### config.mk
export PLATFORM = sky130hd
export DESIGN_NAME = uart_buffered_tx
export DESIGN_NICKNAME = d
export VERILOG_FILES = /design/src/rtl/uart_buffered_tx.sv
export SDC_FILE = /design/constraint.sdc
export NUM_CORES = 1
export LEC_CHECK = 0
export ABC_AREA = 1
export BUFFER_PORTS_ARGS = -buffer_cell sky130_fd_sc_hd__buf_2
export CORE_UTILIZATION = 55
export DETAILED_ROUTE_END_ITERATION = 16
export PLACE_DENSITY = 0.72
export SYNTH_ARGS = -nofsm -noshare
export SYNTH_HDL_FRONTEND = slang
export SYNTH_SLANG_ARGS = --single-unit
### constraint.sdc
create_clock -name clk -period 2.1 [get_ports clk]
set_clock_uncertainty 0.2 [all_clocks]
set_input_delay 0.21 -clock clk [delete_from_list [all_inputs] [get_ports clk]]
set_output_delay 0.21 -clock clk [all_outputs]
set_load 0.1 [all_outputs]
### src/rtl/uart_buffered_tx.sv
// Buffered 8N1 UART transmitter: a small byte FIFO feeding a baud-timed shift FSM.
// Bytes go out LSB first. Back-to-back frames reload straight from STOP, so there is no idle gap.
//
// state | meaning
// IDLE  | line high, waiting for a queued byte
// START | start bit (line low) for one bit time
// DATA  | 8 data bits, LSB first
// STOP  | stop bit (line high); reloads directly into START if a byte is waiting
module uart_buffered_tx #(
    parameter int BAUD_DIV = 2083,
    parameter int FIFO_AW  = 4
) (
    input  logic             clk,
    input  logic             reset,
    input  logic [7:0]       data,
    input  logic             wr,
    output logic             full,
    output logic             empty,
    output logic [FIFO_AW:0] level,
    output logic             overflow,
    output logic             tx,
    output logic             busy
);

    localparam int DEPTH = 2 ** FIFO_AW;
    localparam int CW    = (BAUD_DIV > 2) ? $clog2(BAUD_DIV) : 1;
    localparam logic [CW-1:0]    CNT_MAX  = CW'(BAUD_DIV - 1);
    localparam logic [FIFO_AW:0] LVL_FULL = (FIFO_AW + 1)'(DEPTH);

    typedef enum logic [1:0] {
        IDLE  = 2'd0,
        START = 2'd1,
        DATA  = 2'd2,
        STOP  = 2'd3
    } state_t;

    logic [7:0]         mem [DEPTH];
    logic [FIFO_AW-1:0] wr_ptr;
    logic [FIFO_AW-1:0] rd_ptr;
    logic [FIFO_AW:0]   level_nx;
    logic               push;
    logic               pop;
    logic [7:0]         head;

    state_t      state;
    state_t      state_nx;
    logic [7:0]  shift;
    logic [7:0]  shift_nx;
    logic [2:0]  bitcnt;
    logic [2:0]  bitcnt_nx;
    logic        tx_nx;
    logic        busy_nx;
    logic        load;
    logic [CW-1:0] cnt;
    logic        bit_end;

    // full is the pre-edge value, so a pop in the same cycle never frees room for the write
    assign push    = wr && !full;
    assign pop     = load;
    assign head    = mem[rd_ptr];
    assign bit_end = (cnt == CNT_MAX);

    always_ff @(posedge clk) begin
        if (push) begin
            mem[wr_ptr] <= data;
        end
    end

    always_comb begin
        level_nx = level;
        if (push && !pop) begin
            level_nx = level + 1'b1;
        end else if (!push && pop) begin
            level_nx = level - 1'b1;
        end
    end

    always_ff @(posedge clk or negedge reset) begin
        if (!reset) begin
            wr_ptr   <= '0;
            rd_ptr   <= '0;
            level    <= '0;
            full     <= 1'b0;
            empty    <= 1'b1;
            overflow <= 1'b0;
        end else begin
            if (push) begin
                wr_ptr <= wr_ptr + 1'b1;
            end
            if (pop) begin
                rd_ptr <= rd_ptr + 1'b1;
            end
            level    <= level_nx;
            full     <= (level_nx == LVL_FULL);
            empty    <= (level_nx == '0);
            overflow <= wr && full;
        end
    end

    always_ff @(posedge clk or negedge reset) begin
        if (!reset) begin
            state  <= IDLE;
            shift  <= '0;
            bitcnt <= '0;
            tx     <= 1'b1;
            busy   <= 1'b0;
            cnt    <= '0;
        end else begin
            state  <= state_nx;
            shift  <= shift_nx;
            bitcnt <= bitcnt_nx;
            tx     <= tx_nx;
            busy   <= busy_nx;
            if (state == IDLE || bit_end) begin
                cnt <= '0;
            end else begin
                cnt <= cnt + 1'b1;
            end
        end
    end

    always_comb begin
        state_nx  = state;
        shift_nx  = shift;
        bitcnt_nx = bitcnt;
        tx_nx     = tx;
        busy_nx   = busy;
        load      = 1'b0;
        case (state)
            IDLE: begin
                tx_nx   = 1'b1;
                busy_nx = 1'b0;
                if (!empty) begin
                    load     = 1'b1;
                    shift_nx = head;
                    tx_nx    = 1'b0;
                    busy_nx  = 1'b1;
                    state_nx = START;
                end
            end
            START: begin
                if (bit_end) begin
                    tx_nx     = shift[0];
                    bitcnt_nx = 3'd0;
                    state_nx  = DATA;
                end
            end
            DATA: begin
                if (bit_end) begin
                    if (bitcnt == 3'd7) begin
                        tx_nx    = 1'b1;
                        state_nx = STOP;
                    end else begin
                        shift_nx  = {1'b0, shift[7:1]};
                        tx_nx     = shift[1];
                        bitcnt_nx = bitcnt + 3'd1;
                    end
                end
            end
            STOP: begin
                if (bit_end) begin
                    if (!empty) begin
                        load     = 1'b1;
                        shift_nx = head;
                        tx_nx    = 1'b0;
                        busy_nx  = 1'b1;
                        state_nx = START;
                    end else begin
                        tx_nx    = 1'b1;
                        busy_nx  = 1'b0;
                        state_nx = IDLE;
                    end
                end
            end
            default: begin
                tx_nx    = 1'b1;
                busy_nx  = 1'b0;
                state_nx = IDLE;
            end
        endcase
    end

endmodule

==> reports/qor.csv <==
metric;value;unit
fmax;491.7;MHz
synth unique cells;41;
Arr. time, crit path;1.89;ns
Worst-path clk slew;0.06;ns
Synth top area share;0.5163;
Vias/cell;5.694;
Detailed Route WL;16290;um
Hold Slack;0.008301;ns
Final Util;0.6584;
Num CTS Buffers;17;
unrepaired setup endpoints after global routing;true;
Max Cap Viol;0;
later-pin clock latency in the skew report;0.42;ns
Pwr Total;8.429;mW
IO Count;21;
status;complete, no violations;
GP Congestion;0.8500;
pwr/cell area;966.7;mW/mm^2
cell area after synthesis;0.007445;mm^2
fin crit period;2.034;ns
total number of vias;5170;
CORE AREA;0.01324;mm^2
most common cell after layout, fill and taps aside;edfxtp_1;
Seq/Total Area, Yosys;0.6612;
Clock Path Buffers;2;
HP Class;in2reg;
DRT Pass-1 Iters;8;
Tot GR Track Use;0.2414;
total grt overflow;0;
syn_area_per_cell;11.23;um^2
Worst Path Max Fanout;8;
Reg2Reg Setup Slack;0.08;ns
Sink Count;171;
number of synthesized flops with an enable pin;128;
initial antenna violation count;0;
row cnt;42;
register area;0.004927;mm^2
Crit Path Class;in2reg;
die height;118.3;um
main area contributors after synthesis;edfxtp_1 52%, dfrtp_1 14%, nor2_1 5.8%;
DRT antenna net count;0;
LEAKAGE;3.311;nW
worst vdd ir;567.2;uV
Yosys reg bits;171;
post-synth net total;690;
initial drt markers;474;
antenna cells;0;
area of the multi-input gates;0.002298;mm^2
Slew Limit Fails;0;
share of layout cells above drive strength 1;0.1899;
Synth area leader;edfxtp_1;
CTS tree;yes;
Final HPWL DP;10240;um
die area;0.01401;mm^2
root buffer cell;clkbuf_16;
Residual DRC;0;
Starting Density;0.5622;
Final Hold Vio Count;0;
Nets;746;
largest net degree at the start of global routing;44;
Top FF cell, synth;edfxtp_1;
Yosys warnings;0;
Mapped Cells;663;
CTS H-tree lvls;4;
Synth async-reset ratio;0.2515;
number of global-route vias before repair;5038;
Die X;118.3;um
final setup vio count;0;
Routed WL per cell;17.94;um
crit path launch type;primary input;
Relative slew margins;0.6357;
global-route wire length before repair;25510;um
area delta synth->final;17.13;%
Crit. End Element;flop;
Slew @ Worst Pin;0.5465;ns
port bufs;20;
commonest cells after routing, fill and taps aside;128 x edfxtp_1, 103 x nor2_1, 80 x o21ai_0;
Critical Path RT;1.96;ns
fill count;984;
fin crit share;0.9684;
==> per-stage QoR <==
| stage | setup slack [ns] | cells | TNS (ns) | instance area (um^2) |
|---|---|---|---|---|
| 2_1_floorplan | -0.1332 | 663 | -10.54 | 7463 |
| 3_3_place_gp | 0.08574 | 859 | 0 | 7893 |
| 3_5_place_dp | -0.09769 | 859 | -0.2295 | 7893 |
| 4_1_cts | -0.02228 | 900 | -0.02228 | 8536 |
| 5_1_grt | -0.04789 | 908 | -0.9782 | 8720 |
| 6_report | 0.06636 | 908 | 0 | 8720 |
==> path summary, 6_finish.rpt <==
check,from,to,depth (start not counted)
min reg2reg,cnt[0],cnt[0],1
min,data[5],mem[5][5],1
max reg2reg,state[1],full,12
min in group asynchronous,reset,cnt[2],3
max,wr,mem[1][4],6
max in group asynchronous,reset,level[1],3
==> logic make-up (layout without fill, tap and decap cells) <==
kind of cell	count (synthesis)	in the layout	share of synthesized area
compound gates	144	144	0.1146
fa+ha+maj	16	16	0.02689
buf+inv	84	153	0.04639
xor+xnor	8	8	0.009412
flops	171	171	0.6612
simple gates	239	239	0.1400
mux	1	1	0.001512
==> flip-flops by register name, indices dropped and copies added, names as in the netlist, 2 cells and up <==
signal	flops
mem	128
cnt	12
shift	8
level	5
rd_ptr	4
wr_ptr	4
bitcnt	3
state	2
==> layout make-up <==
class / count / area share
inverters: 54 / 0.02325
repair buffers: 67 / 0.06113
flip-flops and latches: 171 / 0.5651
well taps: 176 / 0.02525
multi-input cells: 408 / 0.2636
clock inverters: 12 / 0.01162
clock buffers: 20 / 0.05008
==> power by group <==
part           leakage [nW]  total, mW  switching, mW  internal (mW)
Sequential             1.68       4.17          0.179           3.99
Combinational          1.37       1.39           1.07          0.322
Clock                 0.253       2.86           1.25           1.62
Total                  3.31       8.43           2.50           5.93
==> worst max-delay path, cell delays in order <==
cell and delay [ns]:
dlygate4sd3_1 0.53, buf_2 0.11, inv_1 0.03, nor2_1 0.29, nand2_1 0.26, nor2_2 0.46
==> Yosys cell counts (12+ instances only) <==
master,instances
nand3_1,35
buf_2,12
inv_1,51
o211ai_1,30
dfrtp_1,41
o21ai_0,81
ha_1,16
nand2_1,59
edfxtp_1,128
nor2_1,115
clkbuf_1,14
a21oi_1,14
==> routing by layer <==
| layer | routed length (um) | vias to the layer above | track usage |
|---|---|---|---|
| met2 | 8114 | 191 | 0.3956 |
| met5 | 0 | - | 0 |
| li1 | - | 2432 | - |
| met1 | 6703 | 2516 | 0.3213 |
| met4 | 343 | 0 | 0.09295 |
| met3 | 1133 | 31 | 0.04440 |
==> what timing repair did <==
item,CTS,global route
pin swaps,1,12
endpoints found under the hold margin,120,0
hold buffers,7,0
setup buffers,2,7
gates resized for setup,3,28
cloned,0,1
setup endpoints to repair,6,53
No activity file was read; power rests on OpenSTA's default activity.
